[config.mk]
export PLATFORM = sky130hd
export DESIGN_NAME = mci_axi_main_req_flat
export DESIGN_NICKNAME = d
export VERILOG_FILES = /design/src/rtl/mci_pkg.sv /design/src/rtl/mci_axi_main_req_if.sv /design/src/rtl/mci_axi_main_req.sv /design/src/flat_wrapper.sv
export SDC_FILE = /design/constraint.sdc
export NUM_CORES = 1
export LEC_CHECK = 0
export ABC_AREA = 1
export BUFFER_PORTS_ARGS = -buffer_cell sky130_fd_sc_hd__buf_2
export CORE_AREA = 2 2 161 163
export CTS_CLUSTER_DIAMETER = 40
export DETAILED_ROUTE_END_ITERATION = 10
export DIE_AREA = 0 0 163 165
export HOLD_SLACK_MARGIN = 0.06
export PLACE_DENSITY_LB_ADDON = 0.3
export SYNTH_ARGS = -nofsm -noshare
export SYNTH_HDL_FRONTEND = slang
export SYNTH_SLANG_ARGS = --single-unit
[constraint.sdc]
create_clock -name clk -period 1.4 [get_ports clk]
set_clock_uncertainty 0.05 [all_clocks]
set_input_delay 0.28 -clock clk [delete_from_list [all_inputs] [get_ports clk]]
set_output_delay 0.28 -clock clk [all_outputs]
set_load 0.01 [all_outputs]
[src/rtl/mci_pkg.sv]
// Shared MCI definitions: AXI manager FSM states, AXI response/burst encodings, size helper.
// Pure declarations; no timing or backpressure behaviour of its own.
// Imported by the AXI manager request block and its interface users.
package mci_pkg;

   typedef enum logic [2:0] {
      IDLE,
      WR_REQ,
      WR_RESP,
      RD_REQ,
      RD_RESP
   } mci_axi_main_state_e;

   localparam logic [1:0] AXI_RESP_OKAY   = 2'b00;
   localparam logic [1:0] AXI_RESP_EXOKAY = 2'b01;
   localparam logic [1:0] AXI_RESP_SLVERR = 2'b10;
   localparam logic [1:0] AXI_RESP_DECERR = 2'b11;

   localparam logic [1:0] AXI_BURST_INCR  = 2'b01;

   // AxSIZE encoding for a full-width beat of a dw-bit bus
   function automatic logic [2:0] axi_size(input int unsigned dw);
      return 3'($clog2(dw / 8));
   endfunction

endpackage

[src/rtl/mci_axi_main_req_if.sv]
// Bundle for the MCI simplex request/response port plus the flattened AXI4 manager port.
// No latency; master = the AXI manager block, slave = requester plus AXI subordinate side.
// Flow control is the valid/ready of each channel; resp_valid is a pulse without backpressure.
interface mci_axi_main_req_if #(
   parameter int AW = 32,
   parameter int DW = 32,
   parameter int IW = 8,
   parameter int UW = 32
);
   logic            req_valid;
   logic            req_ready;
   logic            req_write;
   logic [AW-1:0]   req_addr;
   logic [DW-1:0]   req_wdata;
   logic [DW/8-1:0] req_wstrb;
   logic [IW-1:0]   req_id;
   logic [UW-1:0]   req_user;
   logic            resp_valid;
   logic [DW-1:0]   resp_rdata;
   logic            resp_error;

   logic            m_awvalid;
   logic            m_awready;
   logic [AW-1:0]   m_awaddr;
   logic [IW-1:0]   m_awid;
   logic [UW-1:0]   m_awuser;
   logic [7:0]      m_awlen;
   logic [2:0]      m_awsize;
   logic [1:0]      m_awburst;

   logic            m_wvalid;
   logic            m_wready;
   logic [DW-1:0]   m_wdata;
   logic [DW/8-1:0] m_wstrb;
   logic            m_wlast;

   logic            m_bvalid;
   logic            m_bready;
   logic [1:0]      m_bresp;
   logic [IW-1:0]   m_bid;

   logic            m_arvalid;
   logic            m_arready;
   logic [AW-1:0]   m_araddr;
   logic [IW-1:0]   m_arid;
   logic [UW-1:0]   m_aruser;
   logic [7:0]      m_arlen;
   logic [2:0]      m_arsize;
   logic [1:0]      m_arburst;

   logic            m_rvalid;
   logic            m_rready;
   logic [DW-1:0]   m_rdata;
   logic [1:0]      m_rresp;
   logic [IW-1:0]   m_rid;
   logic            m_rlast;

   modport master (
      input  req_valid, req_write, req_addr, req_wdata, req_wstrb, req_id, req_user,
      output req_ready, resp_valid, resp_rdata, resp_error,
      output m_awvalid, m_awaddr, m_awid, m_awuser, m_awlen, m_awsize, m_awburst,
      input  m_awready,
      output m_wvalid, m_wdata, m_wstrb, m_wlast,
      input  m_wready,
      input  m_bvalid, m_bresp, m_bid,
      output m_bready,
      output m_arvalid, m_araddr, m_arid, m_aruser, m_arlen, m_arsize, m_arburst,
      input  m_arready,
      input  m_rvalid, m_rdata, m_rresp, m_rid, m_rlast,
      output m_rready
   );

   modport slave (
      output req_valid, req_write, req_addr, req_wdata, req_wstrb, req_id, req_user,
      input  req_ready, resp_valid, resp_rdata, resp_error,
      input  m_awvalid, m_awaddr, m_awid, m_awuser, m_awlen, m_awsize, m_awburst,
      output m_awready,
      input  m_wvalid, m_wdata, m_wstrb, m_wlast,
      output m_wready,
      output m_bvalid, m_bresp, m_bid,
      input  m_bready,
      input  m_arvalid, m_araddr, m_arid, m_aruser, m_arlen, m_arsize, m_arburst,
      output m_arready,
      output m_rvalid, m_rdata, m_rresp, m_rid, m_rlast,
      input  m_rready
   );

endinterface

[src/rtl/mci_axi_main_req.sv]
// Single-outstanding AXI4 manager: one simplex request becomes one single-beat AXI read or write; MCI_AXI_MAIN_ID_CHECK_EN adds B/R ID checking.
// Latency with a zero-wait subordinate: accept c0, AW/W or AR c1, B or R c2, resp_valid c3 (next accept c3).
// req_ready only in IDLE so later requests wait; AXI valids hold until handshake; resp_valid is an unbackpressured pulse.
module mci_axi_main_req
   import mci_pkg::*;
#(
   parameter int AW = 32,
   parameter int DW = 32,
   parameter int IW = 8,
   parameter int UW = 32
) (
   input logic                clk,
   input logic                rst,
   mci_axi_main_req_if.master bus
);

   typedef struct packed {
      logic [AW-1:0]   addr;
      logic [DW-1:0]   wdata;
      logic [DW/8-1:0] wstrb;
      logic [IW-1:0]   id;
      logic [UW-1:0]   user;
   } req_t;

   mci_axi_main_state_e state_q, state_d;
   req_t                req_q;
   logic                aw_done_q, w_done_q;
   logic                resp_valid_q, resp_error_q;
   logic [DW-1:0]       resp_rdata_q;

   logic req_ready, awvalid, wvalid, bready, arvalid, rready;
   logic accept, aw_hs, w_hs, b_hs, ar_hs, r_hs;
   logic b_id_err, r_id_err;

   assign accept = bus.req_valid & req_ready;
   assign aw_hs  = awvalid & bus.m_awready;
   assign w_hs   = wvalid & bus.m_wready;
   assign b_hs   = bready & bus.m_bvalid;
   assign ar_hs  = arvalid & bus.m_arready;
   assign r_hs   = rready & bus.m_rvalid;

`ifdef MCI_AXI_MAIN_ID_CHECK_EN
   assign b_id_err = (bus.m_bid != req_q.id);
   assign r_id_err = (bus.m_rid != req_q.id);
`else
   logic unused_ids;
   assign b_id_err   = 1'b0;
   assign r_id_err   = 1'b0;
   assign unused_ids = ^{bus.m_bid, bus.m_rid};
`endif

   always_ff @(posedge clk) begin
      if (rst) state_q <= IDLE;
      else     state_q <= state_d;
   end

   always_comb begin
      state_d = state_q;
      case (state_q)
         IDLE:    if (accept) state_d = bus.req_write ? WR_REQ : RD_REQ;
         // AW and W may complete in either order or together
         WR_REQ:  if ((aw_done_q | aw_hs) & (w_done_q | w_hs)) state_d = WR_RESP;
         WR_RESP: if (b_hs) state_d = IDLE;
         RD_REQ:  if (ar_hs) state_d = RD_RESP;
         RD_RESP: if (r_hs) state_d = IDLE;
         default: state_d = IDLE;
      endcase
   end

   always_comb begin
      req_ready = 1'b0;
      awvalid   = 1'b0;
      wvalid    = 1'b0;
      bready    = 1'b0;
      arvalid   = 1'b0;
      rready    = 1'b0;
      if (!rst) begin
         case (state_q)
            IDLE:    req_ready = 1'b1;
            WR_REQ:  begin
               awvalid = ~aw_done_q;
               wvalid  = ~w_done_q;
            end
            WR_RESP: bready  = 1'b1;
            RD_REQ:  arvalid = 1'b1;
            RD_RESP: rready  = 1'b1;
            default: ;
         endcase
      end
   end

   always_ff @(posedge clk) begin
      if (rst) begin
         req_q        <= '0;
         aw_done_q    <= 1'b0;
         w_done_q     <= 1'b0;
         resp_valid_q <= 1'b0;
         resp_error_q <= 1'b0;
         resp_rdata_q <= '0;
      end else begin
         if (accept) begin
            req_q     <= '{addr:  bus.req_addr,  wdata: bus.req_wdata,
                           wstrb: bus.req_wstrb, id:    bus.req_id,
                           user:  bus.req_user};
            aw_done_q <= 1'b0;
            w_done_q  <= 1'b0;
         end
         if (aw_hs) aw_done_q <= 1'b1;
         if (w_hs)  w_done_q  <= 1'b1;
         resp_valid_q <= b_hs | r_hs;
         if (b_hs) begin
            resp_rdata_q <= '0;
            resp_error_q <= (bus.m_bresp != AXI_RESP_OKAY) | b_id_err;
         end
         if (r_hs) begin
            resp_rdata_q <= bus.m_rdata;
            resp_error_q <= (bus.m_rresp != AXI_RESP_OKAY) | ~bus.m_rlast | r_id_err;
         end
      end
   end

   assign bus.req_ready  = req_ready;
   assign bus.resp_valid = resp_valid_q;
   assign bus.resp_rdata = resp_rdata_q;
   assign bus.resp_error = resp_error_q;

   assign bus.m_awvalid  = awvalid;
   assign bus.m_awaddr   = req_q.addr;
   assign bus.m_awid     = req_q.id;
   assign bus.m_awuser   = req_q.user;
   assign bus.m_awlen    = 8'd0;
   assign bus.m_awsize   = axi_size(DW);
   assign bus.m_awburst  = AXI_BURST_INCR;

   assign bus.m_wvalid   = wvalid;
   assign bus.m_wdata    = req_q.wdata;
   assign bus.m_wstrb    = req_q.wstrb;
   assign bus.m_wlast    = 1'b1;

   assign bus.m_bready   = bready;

   assign bus.m_arvalid  = arvalid;
   assign bus.m_araddr   = req_q.addr;
   assign bus.m_arid     = req_q.id;
   assign bus.m_aruser   = req_q.user;
   assign bus.m_arlen    = 8'd0;
   assign bus.m_arsize   = axi_size(DW);
   assign bus.m_arburst  = AXI_BURST_INCR;

   assign bus.m_rready   = rready;

endmodule

[src/flat_wrapper.sv]
// flat-port wrapper written by rule: the top's interface ports become plain ports
module mci_axi_main_req_flat import mci_pkg::*;
#(
   parameter int AW = 32,
   parameter int DW = 32,
   parameter int IW = 8,
   parameter int UW = 32
)
  (clk, rst, bus_req_valid, bus_req_write, bus_req_addr, bus_req_wdata, bus_req_wstrb, bus_req_id, bus_req_user, bus_req_ready, bus_resp_valid, bus_resp_rdata, bus_resp_error, bus_m_awvalid, bus_m_awaddr, bus_m_awid, bus_m_awuser, bus_m_awlen, bus_m_awsize, bus_m_awburst, bus_m_awready, bus_m_wvalid, bus_m_wdata, bus_m_wstrb, bus_m_wlast, bus_m_wready, bus_m_bvalid, bus_m_bresp, bus_m_bid, bus_m_bready, bus_m_arvalid, bus_m_araddr, bus_m_arid, bus_m_aruser, bus_m_arlen, bus_m_arsize, bus_m_arburst, bus_m_arready, bus_m_rvalid, bus_m_rdata, bus_m_rresp, bus_m_rid, bus_m_rlast, bus_m_rready);
  mci_axi_main_req_if #(.AW(AW), .DW(DW), .IW(IW), .UW(UW)) bus_i ();
  input logic clk;
  input logic rst;
  input wire logic [$bits(bus_i.req_valid)-1:0] bus_req_valid;
  input wire logic [$bits(bus_i.req_write)-1:0] bus_req_write;
  input wire logic [$bits(bus_i.req_addr)-1:0] bus_req_addr;
  input wire logic [$bits(bus_i.req_wdata)-1:0] bus_req_wdata;
  input wire logic [$bits(bus_i.req_wstrb)-1:0] bus_req_wstrb;
  input wire logic [$bits(bus_i.req_id)-1:0] bus_req_id;
  input wire logic [$bits(bus_i.req_user)-1:0] bus_req_user;
  output wire logic [$bits(bus_i.req_ready)-1:0] bus_req_ready;
  output wire logic [$bits(bus_i.resp_valid)-1:0] bus_resp_valid;
  output wire logic [$bits(bus_i.resp_rdata)-1:0] bus_resp_rdata;
  output wire logic [$bits(bus_i.resp_error)-1:0] bus_resp_error;
  output wire logic [$bits(bus_i.m_awvalid)-1:0] bus_m_awvalid;
  output wire logic [$bits(bus_i.m_awaddr)-1:0] bus_m_awaddr;
  output wire logic [$bits(bus_i.m_awid)-1:0] bus_m_awid;
  output wire logic [$bits(bus_i.m_awuser)-1:0] bus_m_awuser;
  output wire logic [$bits(bus_i.m_awlen)-1:0] bus_m_awlen;
  output wire logic [$bits(bus_i.m_awsize)-1:0] bus_m_awsize;
  output wire logic [$bits(bus_i.m_awburst)-1:0] bus_m_awburst;
  input wire logic [$bits(bus_i.m_awready)-1:0] bus_m_awready;
  output wire logic [$bits(bus_i.m_wvalid)-1:0] bus_m_wvalid;
  output wire logic [$bits(bus_i.m_wdata)-1:0] bus_m_wdata;
  output wire logic [$bits(bus_i.m_wstrb)-1:0] bus_m_wstrb;
  output wire logic [$bits(bus_i.m_wlast)-1:0] bus_m_wlast;
  input wire logic [$bits(bus_i.m_wready)-1:0] bus_m_wready;
  input wire logic [$bits(bus_i.m_bvalid)-1:0] bus_m_bvalid;
  input wire logic [$bits(bus_i.m_bresp)-1:0] bus_m_bresp;
  input wire logic [$bits(bus_i.m_bid)-1:0] bus_m_bid;
  output wire logic [$bits(bus_i.m_bready)-1:0] bus_m_bready;
  output wire logic [$bits(bus_i.m_arvalid)-1:0] bus_m_arvalid;
  output wire logic [$bits(bus_i.m_araddr)-1:0] bus_m_araddr;
  output wire logic [$bits(bus_i.m_arid)-1:0] bus_m_arid;
  output wire logic [$bits(bus_i.m_aruser)-1:0] bus_m_aruser;
  output wire logic [$bits(bus_i.m_arlen)-1:0] bus_m_arlen;
  output wire logic [$bits(bus_i.m_arsize)-1:0] bus_m_arsize;
  output wire logic [$bits(bus_i.m_arburst)-1:0] bus_m_arburst;
  input wire logic [$bits(bus_i.m_arready)-1:0] bus_m_arready;
  input wire logic [$bits(bus_i.m_rvalid)-1:0] bus_m_rvalid;
  input wire logic [$bits(bus_i.m_rdata)-1:0] bus_m_rdata;
  input wire logic [$bits(bus_i.m_rresp)-1:0] bus_m_rresp;
  input wire logic [$bits(bus_i.m_rid)-1:0] bus_m_rid;
  input wire logic [$bits(bus_i.m_rlast)-1:0] bus_m_rlast;
  output wire logic [$bits(bus_i.m_rready)-1:0] bus_m_rready;
  assign bus_i.req_valid = bus_req_valid;
  assign bus_i.req_write = bus_req_write;
  assign bus_i.req_addr = bus_req_addr;
  assign bus_i.req_wdata = bus_req_wdata;
  assign bus_i.req_wstrb = bus_req_wstrb;
  assign bus_i.req_id = bus_req_id;
  assign bus_i.req_user = bus_req_user;
  assign bus_req_ready = bus_i.req_ready;
  assign bus_resp_valid = bus_i.resp_valid;
  assign bus_resp_rdata = bus_i.resp_rdata;
  assign bus_resp_error = bus_i.resp_error;
  assign bus_m_awvalid = bus_i.m_awvalid;
  assign bus_m_awaddr = bus_i.m_awaddr;
  assign bus_m_awid = bus_i.m_awid;
  assign bus_m_awuser = bus_i.m_awuser;
  assign bus_m_awlen = bus_i.m_awlen;
  assign bus_m_awsize = bus_i.m_awsize;
  assign bus_m_awburst = bus_i.m_awburst;
  assign bus_i.m_awready = bus_m_awready;
  assign bus_m_wvalid = bus_i.m_wvalid;
  assign bus_m_wdata = bus_i.m_wdata;
  assign bus_m_wstrb = bus_i.m_wstrb;
  assign bus_m_wlast = bus_i.m_wlast;
  assign bus_i.m_wready = bus_m_wready;
  assign bus_i.m_bvalid = bus_m_bvalid;
  assign bus_i.m_bresp = bus_m_bresp;
  assign bus_i.m_bid = bus_m_bid;
  assign bus_m_bready = bus_i.m_bready;
  assign bus_m_arvalid = bus_i.m_arvalid;
  assign bus_m_araddr = bus_i.m_araddr;
  assign bus_m_arid = bus_i.m_arid;
  assign bus_m_aruser = bus_i.m_aruser;
  assign bus_m_arlen = bus_i.m_arlen;
  assign bus_m_arsize = bus_i.m_arsize;
  assign bus_m_arburst = bus_i.m_arburst;
  assign bus_i.m_arready = bus_m_arready;
  assign bus_i.m_rvalid = bus_m_rvalid;
  assign bus_i.m_rdata = bus_m_rdata;
  assign bus_i.m_rresp = bus_m_rresp;
  assign bus_i.m_rid = bus_m_rid;
  assign bus_i.m_rlast = bus_m_rlast;
  assign bus_m_rready = bus_i.m_rready;
  mci_axi_main_req #(.AW(AW), .DW(DW), .IW(IW), .UW(UW)) u_core (.clk(clk), .rst(rst), .bus(bus_i));
endmodule
=== Word level (Yosys, flattened, before mapping) ===
Cells that the tools add are included.

* Logic and storage cells: 67
* Output and inout port bits: 247
* Input bits: 170
* Register bits after elaboration: 147

* Muxes and demuxes: 26
* Eq/ne operators: 9
* Reduce and logical (&&, ||, !) cells: 7
* Bitwise gates (word level): 14

{| class="wikitable"
|+ Operators by type and width
! operator !! number
|-
| 2-to-1 mux 32 bit || 2
|-
| 2-to-1 mux 1 bit || 17
|-
| 2-to-1 mux 3 bit || 5
|-
| one-hot mux 3 bit (5 select lines) || 1
|-
| != test 2 x 1 -> 1 bit, second input constant || 5
|-
| nonzero test 2 bit || 5
|-
| bitwise AND 1 bit || 7
|-
| == test 3 x 2 -> 1 bit, second input constant || 2
|-
| AND reduction 5 bit || 1
|-
| OR 1 bit || 4
|-
| == test 3 x 1 -> 1 bit, second input constant || 1
|-
| == test 3 bit, second input constant || 1
|-
| zero test 3 bit || 1
|-
| inverter 1 bit || 3
|-
| 2-to-1 mux 2 bit || 1
|}

=== Depth between registers and ports, before layout ===
* Word-level depth: 8
* Gate-level depth with buffers: 11
* Depth with buffers taken out: 10

=== Worst setup path after synthesis ===
OpenSTA, ideal clock, no wires.

* Path kind: register to register
* Start point: register u_core.state_q[0]
* End point: register u_core.resp_rdata_q[10], in the netlist u_core.bus.resp_rdata[10]
* Arrival time: 1.192 ns
* Cell stages (with the launch flop): 11
* Data required time: 1.207 ns
* Setup time: 0.143 ns
* Setup slack: 0.015 ns
* Period minus slack after synthesis: 1.385 ns
* Buffers on the path: 2
* Cell sequence: dfxtp_1 buf_4 inv_4 nand3_2 nor2_4 nand2_4 nand2_4 inv_2 buf_6 nand2_1 a21oi_2

* Word-level cells in the longest chain between the ends: 5
* Elaborated cells on any way between the ends: 10
* Classes of those cells: eq/ne: 2; mux: 5; bitwise: 2; reduce/logical: 1

{| class="wikitable"
|+ RTL lines
! item !! line !! text
|-
| start: declaration || mci_axi_main_req.sv:25 || <nowiki>mci_axi_main_state_e state_q, state_d;</nowiki>
|-
| start signal: assignment || mci_axi_main_req.sv:54 || <nowiki>else state_q <= state_d;</nowiki>
|-
| == test 3 bit (*) || mci_axi_main_req.sv:78 || <nowiki>case (state_q)</nowiki>
|-
| 2-to-1 mux 1 bit (*) || mci_axi_main_req.sv:78 ||
|-
| 2-to-1 mux 1 bit (*) || mci_axi_main_req.sv:77 || <nowiki>if (!rst) begin</nowiki>
|-
| via bus_m_rready || flat_wrapper.sv:54 || <nowiki>output wire logic [$bits(bus_i.m_rready)-1:0] bus_m_rready;</nowiki>
|-
| bitwise AND 1 bit (*) || mci_axi_main_req.sv:40 || <nowiki>assign r_hs = rready & bus.m_rvalid;</nowiki>
|-
| 2-to-1 mux 32 bit or nonzero test 2 bit (tied branches) || -- ||
|-
| end signal: assignment || mci_axi_main_req.sv:116 || <nowiki>resp_rdata_q <= bus.m_rdata;</nowiki>
|-
| end: declaration || mci_axi_main_req.sv:29 || <nowiki>logic [DW-1:0] resp_rdata_q;</nowiki>
|}

The timed path passes the listed nets; every way through them passes the cells marked *.
A chain may end at the register's enable or synchronous reset.

=== Worst setup path after layout ===
* Start point: register u_core.state_q[1]
* End point: output bus_m_bready

* Word-level cells in the longest chain between the ends: 3

{| class="wikitable"
|+ RTL lines
! item !! line !! text
|-
| == test 3 x 2 -> 1 bit || mci_axi_main_req.sv:78 ||
|-
| 2-to-1 mux 1 bit || mci_axi_main_req.sv:78 ||
|-
| 2-to-1 mux 1 bit || mci_axi_main_req.sv:77 ||
|-
| end: declaration || flat_wrapper.sv:40 || <nowiki>output wire logic [$bits(bus_i.m_bready)-1:0] bus_m_bready;</nowiki>
|}

Every way passes these cells.

==> results list <==
- Each instance of the synthesized netlist takes up on average 7.96 µm².
- Number of nets at the end of the flow: roughly 1400
* Iteration-0 DRC count of the detailed router: about 340
- After detailed routing, the number of vias per cell comes to between 4 and 5.
- The setup path with the least slack is of type register to primary output.
- Register area: 0.00295 mm²
- Area overhead of the layout relative to synthesis: 78.9%
- Max-cap violations in this run came to 0.
* Vias: 6670
* CP Capture Type: primary output
* Proportion of synthesized area in mux cells: 0
- Synth warnings: 0
- Depth of the CTS H-tree: 4
* Post-Syn Instances: between 700 and 800
- Highest Clock Rate: ~580 MHz
* Total number of placement rows: just under 60
- For this run, the total global-route usage over all layers was measured as 0.144.
* Fraction of the yosys area taken by sequential cells: 0.473
* Wire length of the first global-routing pass: between 30000 and 40000 µm
- Once detail routing completed, the nets flagged for antenna violations numbered 0.
* Number of placed I/O pins: ~420
- Count of clock tree sinks: 147
- Hold_ws: 0.0689 ns
* GPL Wtd Cong: between 0.8 and 0.9
* Clock tree from TritonCTS: built
- After filler insertion, the fill cell instance count of the layout stands at 2391.
- Of all flip-flops after synthesis, the portion carrying an async set or reset was 0.
* Number of global-route vias before repair: 5949
- The floorplan step defined a die boundary enclosing roughly 0.027 mm².
- In this run the deepest clock path goes through 2 buffers.
- Setup slack on the critical path of the routed design comes to -0.337 ns.
- In the final layout, the share of cells above drive strength 1 is 0.476.
- The number of cells on the worst reg-to-reg path is 10.
- Number of enable-type register cells in the synthesized netlist: 0
- DRC Markers: 0
- Cell area after synthesis: slightly above 0.006 mm²
- Number of antenna violations at the first check in global routing: 1
* Final-report max-slew violation count: 0
- Pin count of the biggest net entering global routing: 64
- Setup repair after global routing could not meet its margin everywhere.
- Root buffer cell: clkbuf_16
- Dividing the final minimum period by the clock period gives 1.24.
- Simple-gate share of the synthesized area: 0.302
- After detailed placement, the design holds a cell count of 1397.
- The flow ran to the end, but the final reports show violations.
- In this run the worst setup path begins at u_core.state_q[1].
- Summed over all layers, the global routing overflow is 0.
* Data arrival at the endpoint of the critical path: 1.41 ns
- For this run, the leading register cell type out of synthesis is dfxtp_1.
* CTS clock-pin slew for the worst setup and hold paths: roughly 0.060 ns
- The total area inside the core boundary comes to about 0.025 mm².
* Source of the worst hold timing path: bus_req_id[4]
- Across the VDD grid, the largest voltage drop is approximately 0.00070 V.
- Number of flip-flops and latches in the synthesized netlist: 147
- 1st-pass router iterations: 5
- After synthesis, the largest family of logic cells by area is simple AND/OR/NAND/NOR gates.
- Adder-cell area share of the yosys netlist: 0
* Reg-to-Reg Start: u_core.state_q[2]
* Overall die width: 163 µm
- Worst hold path depth: 3
- After detailed routing, the total wire length is 23900 µm.
- The hold violation count in the final report was 0.
* Total of buffers placed on input and output ports: around 370
- Highest fanout seen on the critical path: 3
* Num CTS Buffers: 17
- From bottom edge to top edge, the die measures 165 µm.
- Once detailed placement completed, the half-perimeter wirelength came to 14200 µm.
- The later pin in the worst-skew pair is clocked with a latency of 0.41 ns.
* Area of the multi-input gates: between 0.002 and 0.003 mm²
- Failing checks: negative setup slack
- Power density normalized to cell area: 1370 mW/mm²
* WP data required: roughly 1.1 ns
* Post-DR wirelength/cell: around 15 µm
- Power consumption: 15.3 mW
* Complex-gate fraction of the synthesized area: 0.0451
* Worst min-delay path class: input pin to register
- Of the total synthesized cell area, the portion taken by XOR and XNOR cells is 0.
- Count of endpoints failing setup in the final report: ~130
- Summed over all cells, the static leakage comes to between 5 and 6 nW.
* Number of unique standard cell types used by synthesis: 26
- Effective utilization at floorplan: 0.248
* Min Tclk post-route: between 1.5 and 2 ns
- Crit path launch type: register
* Setup TNS: -12.65 ns
- Timing analysis after detailed placement gives a worst setup slack of -0.0787 ns.
* Post-Layout Cell Count: between 1500 and 2000
-- cells in the final DEF (no fill, tap or decap), types with 2 or more instances in the layout --
cell type / netlist / layout
buf_2: 17 / 371
nand2_1: 295 / 253
dfxtp_1: 147 / 144
dlygate4sd3_1: 0 / 127
nand3_1: 100 / 87
a21oi_2: 21 / 33
nand2_4: 2 / 32
clkbuf_16: 0 / 32
conb_1: 2 / 27
nand3_2: 11 / 23
buf_4: 110 / 18
nand2_2: 3 / 15
buf_12: 0 / 15
buf_6: 9 / 14
nor2_1: 10 / 9
inv_1: 8 / 6
buf_8: 0 / 6
inv_4: 1 / 4
bufinv_16: 0 / 4
inv_8: 0 / 4
clkinv_16: 0 / 3
clkinv_4: 0 / 3
dfxtp_4: 0 / 3
nor2_4: 2 / 2
nor3_2: 0 / 2
nor3_4: 0 / 2
nor4_4: 0 / 2
nand4_1: 2 / 2
o21ai_0: 4 / 2
o21ai_2: 0 / 2
a21oi_1: 14 / 2
clkbuf_8: 0 / 2
inv_6: 1 / 2
-- repair_timing --
action / 4_1_cts / 5_1_grt
setup endpoints to repair: 39 / 147
pin swaps: 4 / 10
hold buffers: 126 / 1
buffers inserted: 3 / 11
resized for setup: 22 / 158
cloned: 0 / 23
hold endpoints to repair: 126 / 1
-- synthesized netlist by cell type (3+ instances only) --
cell type / count / area share
clkbuf_1: 9 / 0.0054
buf_4: 110 / 0.13
dfxtp_1: 147 / 0.47
nand2_1: 295 / 0.18
inv_1: 8 / 0.0048
buf_2: 17 / 0.014
nor2_1: 10 / 0.0060
buf_6: 9 / 0.016
a21oi_2: 21 / 0.030
o21ai_0: 4 / 0.0032
nor3_1: 4 / 0.0032
inv_2: 3 / 0.0018
nand3_1: 100 / 0.080
a21oi_1: 14 / 0.011
nand3_2: 11 / 0.018
nand2_2: 3 / 0.0030
-- per-stage QoR --
step	util	cell area [µm²]
after global routing	0.444	11100
after floorplan	-	6310
after global placement	0.317	7930
final	0.444	11100
after CTS	0.397	9950
after detailed placement	0.317	7930
-- flip-flops by register name, summed over array words and instances, names as in the netlist --
signal                 cells
u_core.bus.m_aruser       32
u_core.aw_done_q           1
u_core.bus.m_wstrb         4
u_core.w_done_q            1
u_core.bus.m_wdata        32
u_core.state_q             3
u_core.bus.m_araddr       32
u_core.bus.resp_valid      1
u_core.bus.resp_rdata     32
u_core.bus.resp_error      1
u_core.bus.m_arid          8
-- layer usage --
metal,vias to the layer above,track usage,routed length (µm)
met5,-,0,0
met4,0,0.0471,374
met3,25,0.0281,1150
met2,237,0.266,12300
met1,3106,0.165,10100
li1,3302,-,-
-- where the power goes --
| part | internal, mW | leakage (nW) | switching, mW |
|---|---|---|---|
| sequential | 4.81 | 1.21 | 0.477 |
| combinational | 2.42 | 4.20 | 2.55 |
| clock | 3.13 | 0.315 | 1.91 |
| total | 10.4 | 5.72 | 4.93 |
-- cells by family after synthesis --
group | after synthesis
AOI/OAI and AO/OA | 40
buffers and inverters | 160
DFF | 147
other | 2
and+or+nand+nor | 432
-- cell type report --
| type | instances | area share |
|---|---|---|
| antenna | 1 | 0.000225 |
| timing repair buffer | 567 | 0.379 |
| tap | 330 | 0.0371 |
| multi-input combinational | 499 | 0.244 |
| clock inverter | 12 | 0.0174 |
| inverter | 13 | 0.0111 |
| timing repair inverter | 3 | 0.00472 |
| sequential | 147 | 0.266 |
| clock buffer | 20 | 0.0411 |
-- path summary, 6_finish.rpt --
path	endpoint	slack [ns]
worst min-delay path	u_core.bus.m_arid[4]	0.07
worst max-delay path	bus_m_bready	-0.34
worst min register to register	u_core.bus.m_wdata[20]	0.40
worst max register to register	u_core.bus.resp_rdata[6]	-0.14
-- critical path, stage by stage, from the launching register on --
cell and delay (ns):
dfxtp_4 0.37, inv_4 0.04, buf_6 0.12, nor4_4 0.28, buf_2 0.18
(Power assumes the default switching activity.)
